<file path="src/rtl/draw_column_pkg.sv">
// Shared definitions for the column renderer: FSM encoding and default geometry.
package draw_column_pkg;

  typedef enum logic [1:0] {
    S_IDLE = 2'd0,
    S_LOAD = 2'd1,
    S_EMIT = 2'd2,
    S_DONE = 2'd3
  } state_t;

  localparam int DEF_X_W      = 8;
  localparam int DEF_Y_W      = 7;
  localparam int DEF_COLOUR_W = 18;
  localparam int DEF_SCREEN_H = 120;

endpackage

</file>
<file path="src/rtl/column_segment_sel.sv">
// Picks the colour of one pixel of a column from its row relative to the wall span.
module column_segment_sel
  import draw_column_pkg::*;
#(
  parameter int Y_W      = DEF_Y_W,
  parameter int COLOUR_W = DEF_COLOUR_W
) (
  input  logic [Y_W-1:0]      y,
  input  logic [Y_W-1:0]      top,
  input  logic [Y_W-1:0]      bottom,
  input  logic [COLOUR_W-1:0] ceil_colour,
  input  logic [COLOUR_W-1:0] wall_colour,
  input  logic [COLOUR_W-1:0] floor_colour,
  output logic [COLOUR_W-1:0] colour
);

  always_comb begin
    colour = wall_colour;
    if (y < top)
      colour = ceil_colour;
    else if (y > bottom)
      colour = floor_colour;
  end

endmodule

</file>
<file path="src/rtl/draw_column.sv">
// Streams one vertical column of pixels (wall only, or ceiling/wall/floor) to a
// ready/valid VGA adapter.
module draw_column
  import draw_column_pkg::*;
#(
  parameter int X_W      = DEF_X_W,
  parameter int Y_W      = DEF_Y_W,
  parameter int COLOUR_W = DEF_COLOUR_W,
  parameter int SCREEN_H = DEF_SCREEN_H
) (
  input  logic                clock,
  input  logic                reset,
  input  logic                start,
  input  logic [X_W-1:0]      x,
  input  logic [Y_W-1:0]      wall_top,
  input  logic [Y_W-1:0]      wall_bottom,
  input  logic                mode,
  input  logic [COLOUR_W-1:0] ceil_colour,
  input  logic [COLOUR_W-1:0] wall_colour,
  input  logic [COLOUR_W-1:0] floor_colour,
  input  logic                vga_ready,
  output logic                busy,
  output logic                done,
  output logic [X_W-1:0]      vga_x,
  output logic [Y_W-1:0]      vga_y,
  output logic [COLOUR_W-1:0] vga_colour,
  output logic                vga_write
);

  localparam logic [Y_W-1:0] Y_MAX = Y_W'(SCREEN_H - 1);

  function automatic logic [Y_W-1:0] clamp_y(input logic [Y_W-1:0] v);
    return (v > Y_MAX) ? Y_MAX : v;
  endfunction

  state_t              state;
  logic [Y_W-1:0]      curr_y;
  logic [Y_W-1:0]      end_y;

  logic [X_W-1:0]      x_q;
  logic [Y_W-1:0]      top_raw_q;
  logic [Y_W-1:0]      bot_raw_q;
  logic                mode_q;
  logic [COLOUR_W-1:0] ceil_q;
  logic [COLOUR_W-1:0] wall_q;
  logic [COLOUR_W-1:0] floor_q;

  logic [Y_W-1:0]      top_cl;
  logic [Y_W-1:0]      bot_cl;
  logic [Y_W-1:0]      top_c;
  logic [Y_W-1:0]      bot_c;
  logic [Y_W-1:0]      y_first;
  logic [Y_W-1:0]      y_last;
  logic [Y_W-1:0]      sel_y;
  logic [COLOUR_W-1:0] sel_colour;

  // Request capture: data registers only, so they carry no reset.
  always_ff @(posedge clock) begin
    if (state == S_IDLE && start) begin
      x_q       <= x;
      top_raw_q <= wall_top;
      bot_raw_q <= wall_bottom;
      mode_q    <= mode;
      ceil_q    <= ceil_colour;
      wall_q    <= wall_colour;
      floor_q   <= floor_colour;
    end
  end

  // Clamp each end to the screen, then order them so top <= bottom.
  always_comb begin
    top_cl  = clamp_y(top_raw_q);
    bot_cl  = clamp_y(bot_raw_q);
    top_c   = (top_cl > bot_cl) ? bot_cl : top_cl;
    bot_c   = (top_cl > bot_cl) ? top_cl : bot_cl;
    y_first = mode_q ? '0 : top_c;
    y_last  = mode_q ? Y_MAX : bot_c;
    // Colour is registered alongside the row it belongs to, so select ahead.
    sel_y   = (state == S_LOAD) ? y_first : curr_y + Y_W'(1);
  end

  column_segment_sel #(
    .Y_W      (Y_W),
    .COLOUR_W (COLOUR_W)
  ) u_seg_sel (
    .y            (sel_y),
    .top          (top_c),
    .bottom       (bot_c),
    .ceil_colour  (ceil_q),
    .wall_colour  (wall_q),
    .floor_colour (floor_q),
    .colour       (sel_colour)
  );

  always_ff @(posedge clock) begin
    if (!reset) begin
      state      <= S_IDLE;
      busy       <= 1'b0;
      done       <= 1'b0;
      vga_write  <= 1'b0;
      vga_x      <= '0;
      vga_colour <= '0;
      curr_y     <= '0;
      end_y      <= '0;
    end else begin
      case (state)
        S_IDLE: begin
          done <= 1'b0;
          if (start) begin
            state <= S_LOAD;
            busy  <= 1'b1;
          end
        end
        S_LOAD: begin
          state      <= S_EMIT;
          curr_y     <= y_first;
          end_y      <= y_last;
          vga_x      <= x_q;
          vga_colour <= sel_colour;
          vga_write  <= 1'b1;
        end
        S_EMIT: begin
          // Without ready every pixel output simply holds.
          if (vga_ready) begin
            if (curr_y == end_y) begin
              state     <= S_DONE;
              vga_write <= 1'b0;
              done      <= 1'b1;
            end else begin
              curr_y     <= curr_y + Y_W'(1);
              vga_colour <= sel_colour;
            end
          end
        end
        S_DONE: begin
          state <= S_IDLE;
          busy  <= 1'b0;
          done  <= 1'b0;
        end
        default: state <= S_IDLE;
      endcase
    end
  end

  assign vga_y = curr_y;

endmodule

</file>
<file path="config.mk">
export PLATFORM = sky130hd
export DESIGN_NAME = draw_column
export DESIGN_NICKNAME = d
export VERILOG_FILES = /design/src/rtl/draw_column_pkg.sv /design/src/rtl/column_segment_sel.sv /design/src/rtl/draw_column.sv
export SDC_FILE = /design/constraint.sdc
export NUM_CORES = 1
export LEC_CHECK = 0
export ABC_AREA = 0
export CAP_MARGIN = 20
export CORE_UTILIZATION = 55
export CTS_BUF_LIST = sky130_fd_sc_hd__clkbuf_2
export DETAILED_ROUTE_END_ITERATION = 12
export DONT_BUFFER_PORTS = 1
export PLACE_DENSITY = 0.7
export SYNTH_ARGS = -nofsm -noshare
export SYNTH_HDL_FRONTEND = slang
export SYNTH_SLANG_ARGS = --single-unit
export TNS_END_PERCENT = 50
</file>
<file path="constraint.sdc">
create_clock -name clock -period 11.6 [get_ports clock]
set_input_delay 2.32 -clock clock [delete_from_list [all_inputs] [get_ports clock]]
set_output_delay 2.32 -clock clock [all_outputs]
set_load 0.05 [all_outputs]
</file>
==> flow_metrics.tcl, run 1 <==
set metrics [dict create \
    num_rows 36 \
    tritoncts.num_buffers 17 \
    clock_skew_ns 0.04033 \
    period_share_pct 45.42 \
    cp.required_ns 12.12 \
    gp_congestion 0.8742 \
    rsz0062_at_grt "false" \
    drv_cap 0 \
    avgViaCountPerCell 5.887 \
    crit_fanout 36 \
    grt.met2_usage_pct 34.18 \
    via_count 3591 \
    yosys.area.top_type "edfxtp_1" \
    cts.reportedPaths.clkPinSlew_ns 0.19 \
    die_area_um2 10460 \
    cts_tree "built" \
    hold_path.class "reg2reg" \
    p_leak_uw 0.002181 \
    grtUsageMet3_pct 8.276 \
    power.density_nw_per_um2 293.8 \
    synth-main-ff-cell "edfxtp_1" \
    clock_latency_ns 0.67 \
    irDropWorstVdd_uv 164.2 \
    synth_area_um2 5533 \
    num_io_pins 117 \
    syn_area_per_cell_um2 11.82 \
    cp-end-kind "register" \
    nFillCells 845 \
    routedWlPerCell_um 17.91 \
    drtPass1Iterations 5 \
    dp.final_hpwl_mm 7.625 \
    antenna_found_initial 0 \
    syn_nets 574 \
    cts.path.max_buffers 2 \
    async_flop_share_pct 0 \
    yosysTopAreaCellShare_pct 41.79 \
    fmax_mhz 189.8 \
    die_h_um 102.3 \
    min_period_ns 5.268 \
    crit_type "reg2reg" \
    ctsHoldBuffers 0 \
    multiInputGateArea_um2 2146 \
    setup_viol 0 \
    crit_arrival_ns 5.79 \
    synth.most_common_cell "edfxtp_1" \
    synth_cells 468 \
    area_delta_synth_final_pct 4.500 \
    clock_sinks 122 \
    htree_levels 4 \
    grt_pass1_vias 3378 \
    start_util_pct 56.61 \
    start_kind "register" \
    root_buffer "clkbuf_2" \
    synthTopCellsByArea "edfxtp_1 (42%), dfxtp_1 (16%), ha_1 (5.7%)" \
    die_w_um 102.3 \
    drv_slew 0 \
    core_area_um2 9774 \
    use_met1_pct 26.40 \
    slew_headroom_pct 32.00 \
    cts.repair.resized 0 \
    synth-seq-cells 122 \
    tightest_slew_ns 1.017 \
    r2r_slack_ns 6.33 \
    drive_above_1_share_pct 10.06 \
    grt-ovfl-total 0 \
    grt_max_degree 78 \
    grt-busiest-layer "met2" \
    hold_ws_ns 0.4812 \
    synth_common_cells "edfxtp_1 (77), dfxtp_1 (45), o211ai_1 (37), o21ai_0 (31), nand2_1 (30)" \
    synth_edf_count 77 \
    yosys_warnings 0 \
    seq_area_frac_synth_pct 58.07 \
    ant_nets 0 \
    portBuffers 0 \
    cts_setup_buffers 0 \
    finalSetupTns_ns 0 \
    synth_cell_types 52 \
    antenna_cells 0 \
    final_nets 570 \
    grt_usage_pct 22.07 \
    area.sequential_um2 3213 \
    grt_pass1_wl_mm 16.95 \
    initialDrtViolationCount 170 \
    outcome "finished, final reports clean" \
    routed_wl_mm 10.92 \
    finalHoldViolCount 0 \
    route.detailed.drc 0 \
]
==> metal layers <==
layer / part of all wire [%] / wire length, um
met1: 42 / 4558
met2: 48 / 5227
met3: 8.2 / 892
met4: 2.2 / 244
met5: 0 / 0
==> power by group <==
| part | total (uW) | internal (uW) | switching [uW] | leakage (uW) |
|---|---|---|---|---|
| logic | 634 | 220 | 414 | 0.000967 |
| registers | 860 | 609 | 251 | 0.00110 |
| clock network | 205 | 54.4 | 151 | 0.000111 |
==> flip-flops by register name, summed over array words and instances, names as in the netlist, 2 cells and up <==
name	count
top_raw_q	7
end_y	7
bot_raw_q	7
state	2
wall_q	18
vga_colour	18
ceil_q	18
floor_q	18
vga_x	8
vga_y	7
x_q	8
==> per-stage QoR <==
stage                     area, um2  utilization (%)  cells  total power, uW  worst slack [ns]
after floorplan                5533                -    468             1359             5.511
after global placement         5604            57.33    577             1467             6.653
after detailed placement       5604            57.33    577             1492             6.416
after CTS                      5767            59.00    609             1695             6.373
after global routing           5782            59.15    610             1813             5.996
final                          5782            59.15    610             1699             6.332
==> layout make-up <==
type | instances | area share [%]
well taps | 133 | 2.878
clock inverters | 11 | 0.9955
inverters | 15 | 0.9738
flip-flops and latches | 122 | 55.57
clock buffers | 21 | 1.818
repair buffers | 4 | 0.6492
multi-input cells | 304 | 37.11
==> worst max-delay path: stages, from the launching register on <==
cell and delay [ns]:
edfxtp_1 0.47, nand4_1 0.21, nand2b_1 0.13, ha_1 0.35, a21oi_1 0.14, a21oi_1 0.14, o21ai_2 0.62, mux2i_1 0.40
o22ai_1 0.18, ha_1 0.35, a21o_1 0.19, a21oi_1 0.28, nand3_1 0.79, and3_1 0.49, o21ai_0 0.25, o211ai_1 0.13
==> cells in the final DEF (no fill, tap or decap), types with 3 or more instances in the layout <==
master	count
and3_1	19
nand2_1	30
buf_4	3
clkinv_2	3
nand2b_1	4
clkbuf_2	21
o211ai_1	37
ha_1	25
a21oi_1	20
nor2b_1	3
nand3_1	7
clkinv_1	7
dfxtp_1	45
xor2_1	10
a21boi_0	18
inv_1	13
o22ai_1	8
edfxtp_1	77
nor2_1	24
o21ai_0	31
nand4_1	6
mux2i_1	20
o221a_2	4
==> kinds of logic after synthesis <==
logic type | Yosys count | synth area share, %
DFF | 122 | 58.07
adders and majority gates | 25 | 5.654
buffers and inverters | 42 | 3.347
xor gates and xnor gates | 12 | 1.900
AOI/OAI and AO/OA | 135 | 16.58
muxes | 23 | 4.432
and+or+nand+nor | 109 | 10.02
==> final timing paths <==
check,start,to,cells past startpoint
max reg2reg,top_raw_q[4],vga_colour[5],15
max,top_raw_q[4],vga_colour[5],15
min,x_q[4],vga_x[4],2
min reg2reg,x_q[4],vga_x[4],2
No activity file was read; power rests on OpenSTA's default activity.
==> run 2, diff against run 1 <==
clock period = 5.2 ns   (was 11.6 ns; I/O delays follow)
==> run 2 against run 1 <==
Die area unchanged. Routed wire length grew 0.20%. Largest power group unchanged. Sequential cell count stayed put. Global-route usage down 0.13 points. Critical endpoint is now vga_colour[9].
==> flow_metrics.tcl, run 2 (synthesis results as in run 1) <==
set metrics [dict create \
    seqPwrFrac_pct 47.7 \
    slew_headroom_pct 48.17 \
    cts_tree "built" \
    num_io_pins 117 \
    tritoncts.num_buffers 17 \
    r2r_cells 15 \
    path_cells "nand4_1 > nand2b_1 > ha_1 > a21oi_1 > a21oi_1 > o21ai_2 > mux2i_1 > o22ai_1 > ha_1 > a211o_1 > a21oi_1 > nand4_1 > mux2i_4 > or2_2 > o211ai_1" \
    antenna_cells 0 \
    clock_sinks 122 \
    portBuffers 0 \
    cts_setup_buffers 0 \
    clock_skew_ns 0.02415 \
    via_count 3585 \
    crit_top_cell "a21oi_1" \
    grt_usage_pct 21.94 \
    slowest_delay_ns 0.63 \
    grt_pass1_vias 3529 \
    die_w_um 102.3 \
    finalSetupTns_ns 0 \
    crit_type "reg2reg" \
    cts.reportedPaths.clkPinSlew_ns 0.18 \
    die_h_um 102.3 \
    start_util_pct 56.61 \
    drtPass1Iterations 4 \
    antenna_found_initial 0 \
    cp-end-kind "register" \
    outcome "finished, final reports clean" \
    routedWlPerCell_um 17.80 \
    die_area_um2 10460 \
    setup_viol 0 \
    routed_wl_mm 10.95 \
    num_rows 36 \
    cp.required_ns 5.71 \
    min_period_ns 4.665 \
    area_delta_synth_final_pct 6.739 \
    grt-ovfl-total 0 \
    power_switching_share_pct 46.03 \
    root_buffer "clkbuf_2" \
    ctsHoldBuffers 0 \
    crit_slowest_cell "o21ai_2" \
    final_common_cell "edfxtp_1" \
    final_cell_mix "edfxtp_1 (77), dfxtp_1 (45), o211ai_1 (37)" \
    p_leak_uw 0.002250 \
    drv_cap 0 \
    cp.depth 15 \
    finalHoldViolCount 0 \
    clkPwrFrac_pct 15.5 \
    final_nets 575 \
    clock_latency_ns 0.64 \
    crit_arrival_ns 5.17 \
    cts.path.max_buffers 2 \
    rsz0062_at_grt "false" \
    p_comb_share_pct 36.8 \
    drv_slew 0 \
    ant_nets 0 \
    period_share_pct 89.71 \
    drive_above_1_share_pct 12.24 \
    htree_levels 4 \
    fmax_mhz 214.4 \
    irDropWorstVdd_uv 365.8 \
    gp_congestion 0.8779 \
    final_util_pct 60.42 \
    start_kind "register" \
    route.detailed.drc 0 \
    p_sw_uw 1835 \
    avgViaCountPerCell 5.829 \
    power.density_nw_per_um2 674.9 \
    hold_path.class "in2reg" \
    min_path_cells 0 \
    p_int_uw 2151 \
    initialDrtViolationCount 184 \
    crit_fanout 18 \
    dp.final_hpwl_mm 7.867 \
    grt_max_degree 41 \
    grt_pass1_wl_mm 17.10 \
    core_area_um2 9774 \
    tightest_slew_ns 0.7750 \
    cp_top_family "compound AO/OA/AOI/OAI gates" \
    cp_num_buf_inv 0 \
]
[run 2: cell types whose count changed in the layout (fill, tap and decap cells not counted)]
cell / previous run / this run
clkinv_2: 3 / 4
or2_1: 1 / 0
clkbuf_2: 21 / 20
or2_2: 2 / 3
bufinv_16: 0 / 3
inv_4: 0 / 1
buf_4: 3 / 8
inv_6: 0 / 1
clkinv_1: 7 / 2
[run 2: repair_timing]
action | in CTS | in global routing
resized for setup | 0 | 1
endpoints found under the hold margin | 0 | 0
setup endpoints to repair | 0 | 13
[run 2: power by group through the flow]
stage	clock network (uW)	logic [uW]	registers, uW
2_1_floorplan	0	1140	1890
3_3_place_gp	0	1390	1920
3_5_place_dp	0	1430	1930
4_1_cts	631	1440	1910
5_1_grt	670	1650	1930
6_report	617	1470	1900
[run 2: worst register-to-register path, delay by kind of cell, from the launching register on]
family	cells	cell delay [ns]
adders and majority gates	2	0.67
AOI/OAI and AO/OA	7	1.87
and+or+nand+nor	4	0.90
DFF	1	0.48
muxes	2	0.63
[run 2: cell type report]
type / count / area, um2
timing repair buffer: 9 / 75.07
fill: 815 / 3869
sequential: 122 / 3213
tap: 133 / 166.4
multi-input combinational: 304 / 2146
inverter: 15 / 56.30
clock inverter: 12 / 148.9
clock buffer: 20 / 100.1
[run 2: worst paths after layout]
check	startpoint	end	slack, ns
setup / recovery	top_raw_q[5]	vga_colour[9]	0.53
hold / removal	wall_bottom[6]	bot_raw_q[6]	0.48
setup reg to reg	top_raw_q[5]	vga_colour[9]	0.53
hold reg to reg	x_q[4]	vga_x[4]	0.51
[run 2: routing by layer]
layer	GRT usage, %	vias up	wire length, um
li1	-	1764	-
met1	25.97	1692	4693
met2	35.62	109	5286
met3	8.276	20	761
met4	9.890	0	204
met5	0	-	0
[run 2: through the flow]
stage                     area [um2]  worst slack [ns]  power, uW  std cells  hold slack (ns)
final                           5906            0.5349       3986        615           0.4760
after global routing            5906            0.2357       4246        615           0.3869
after CTS                       5891            0.3484       3972        614           0.4105
after detailed placement        5642            0.3793       3365        582           0.4730
after global placement          5642            0.5303       3315        582           0.4650
after floorplan                 5533            0.3915       3033        468           0.4564
==> run 3, diff against run 2 <==
--- a/config.mk
+++ b/config.mk
@@ -8,2 +8,3 @@
 export ABC_AREA = 0
+export ABC_CLOCK_PERIOD_IN_PS = 5200
 export CAP_MARGIN = 20
==> constraint.sdc (replaced) <==
create_clock -name clock -period 5.2 [get_ports clock]
set_input_delay 0.78 -clock clock [delete_from_list [all_inputs] [get_ports clock]]
set_output_delay 0.78 -clock clock [all_outputs]
set_load 0.05 [all_outputs]
==> run 3 against run 2 <==
Via count increased by 1.3%. Clock power decreased by 4.9%. Power down 0.47%. Routed wire length rose by 0.66%. Global-route usage increased by 0.15 points. Combinational power hardly changed. Largest power group unchanged. Hold slack lost 0.27 ns. Die area unchanged. Critical path type unchanged. Critical path depth rose by 1. Largest cell class unchanged.
==> flow_metrics.tcl, run 3 (synthesis results as in run 1) <==
set metrics [dict create \
    p_sw_uw 1857 \
    tightest_slew_ns 0.7843 \
    slew_headroom_pct 47.64 \
    setup_viol 0 \
    cts_setup_buffers 0 \
    grt-ovfl-total 0 \
    tritoncts.num_buffers 17 \
    r2r_start "bot_raw_q[5]" \
    crit_arrival_ns 5.32 \
    crit_type "reg2reg" \
    p_leak_uw 0.002241 \
    period_share_pct 92.71 \
    crit_fanout 18 \
    antenna_cells 0 \
    gp_congestion 0.8478 \
    num_io_pins 117 \
    drtPass1Iterations 5 \
    cp-end-kind "register" \
    core_area_um2 9774 \
    final_common_cell "edfxtp_1" \
    clkPwrFrac_pct 14.8 \
    drv_slew 0 \
    p_total_uw 3967 \
    nFillCells 802 \
    irDropWorstVdd_uv 352.0 \
    grt_max_degree 41 \
    finalHoldViolCount 0 \
    area_delta_synth_final_pct 6.830 \
    initialDrtViolationCount 155 \
    min_period_ns 4.821 \
    power.density_nw_per_um2 671.2 \
    final_cell_mix "edfxtp_1 (77), dfxtp_1 (45), o211ai_1 (37)" \
    grt_pass1_vias 3525 \
    drv_cap 0 \
    die_h_um 102.3 \
    cts.reportedPaths.clkPinSlew_ns 0.20 \
    ctsHoldBuffers 0 \
    route.detailed.drc 0 \
    cp-startpoint "bot_raw_q[5]" \
    ant_nets 0 \
    final_util_pct 60.47 \
    rsz0062_at_grt "false" \
    num_rows 36 \
    clock_skew_ns 0.03213 \
    cts_tree "built" \
    seqPwrFrac_pct 48.3 \
    drive_above_1_share_pct 11.85 \
    cp.required_ns 5.70 \
    start_util_pct 56.61 \
    routed_wl_mm 11.02 \
    via_count 3632 \
    finalSetupTns_ns 0 \
    start_kind "register" \
    hold_path.class "in2reg" \
    clock_sinks 122 \
    antenna_found_initial 0 \
    htree_levels 4 \
    power_switching_share_pct 46.80 \
    root_buffer "clkbuf_2" \
    grt_usage_pct 22.10 \
    avgViaCountPerCell 5.915 \
    die_w_um 102.3 \
    final_nets 574 \
    portBuffers 0 \
    grt_pass1_wl_mm 17.24 \
    fmax_mhz 207.4 \
    dp.final_hpwl_mm 7.749 \
    die_area_um2 10460 \
    p_comb_share_pct 37.0 \
    min-delay-start "x[2]" \
    p_int_uw 2110 \
    routedWlPerCell_um 17.94 \
    cts.path.max_buffers 2 \
    clock_latency_ns 0.65 \
    cts.repair.resized 0 \
    outcome "finished, final reports clean" \
]
==> run 3: changes by cell type in the layout (fill, tap and decap cells not counted), sizes merged <==
cell      change
inv           +5
clkinv        -3
clkbuf        -2
buf           -1
bufinv        -1
clkinvlp      +1
==> run 3: metal layers <==
layer / track usage, % / wire [um]
met2: 34.59 / 5351
met1: 27.05 / 4633
met3: 8.071 / 854
met4: 10.88 / 177
met5: 0 / 0
==> run 3: worst max-delay path, cell delays in order, from the launching register on <==
cell and delay (ns):
edfxtp_1 0.51, and4_1 0.25, nor2_1 0.20, inv_1 0.10
ha_1 0.18, nand3b_1 0.15, a21oi_1 0.40, o21ai_4 0.24
mux2i_1 0.40, o22ai_1 0.20, ha_1 0.33, a211o_1 0.29
a21oi_1 0.27, nand4_1 0.19, mux2i_4 0.18, or2_1 0.57
o211ai_1 0.20
==> run 3: area by class of cell <==
cell class	count	area [um2]	area share, %
multi-input cells	304	2153	36.43
inverters	15	56.30	0.9526
flip-flops and latches	122	3213	54.36
well taps	133	166.4	2.815
clock inverters	14	143.9	2.434
clock buffers	18	90.09	1.524
repair buffers	8	87.58	1.482
==> run 3: per-stage QoR <==
step                      worst slack (ns)  std cells  instance area (um2)  hold slack, ns
final                               0.3793        614                 5911          0.2078
after global routing               0.07363        614                 5911          0.1140
after CTS                           0.2082        612                 5861          0.1547
after detailed placement            0.2787        580                 5627          0.4758
after global placement              0.5195        580                 5627          0.4643
after floorplan                     0.6515        468                 5533          0.4564
==> run 3: final timing paths <==
| path | slack [ns] | cells after the start | endpoint |
|---|---|---|---|
| min | 0.21 | 0 | x_q[2] |
| max | 0.38 | 16 | vga_colour[16] |
| max reg2reg | 0.38 | 16 | vga_colour[16] |
| min reg2reg | 0.50 | 2 | vga_x[5] |
==> run 3: power groups by stage <==
stage	sequential (uW)	clock, uW	combinational [uW]
finish	1910	587	1470
global placement	1940	0	1370
floorplan	1890	0	1140
global route	1950	645	1650
detailed placement	1950	0	1410
CTS	1920	603	1420
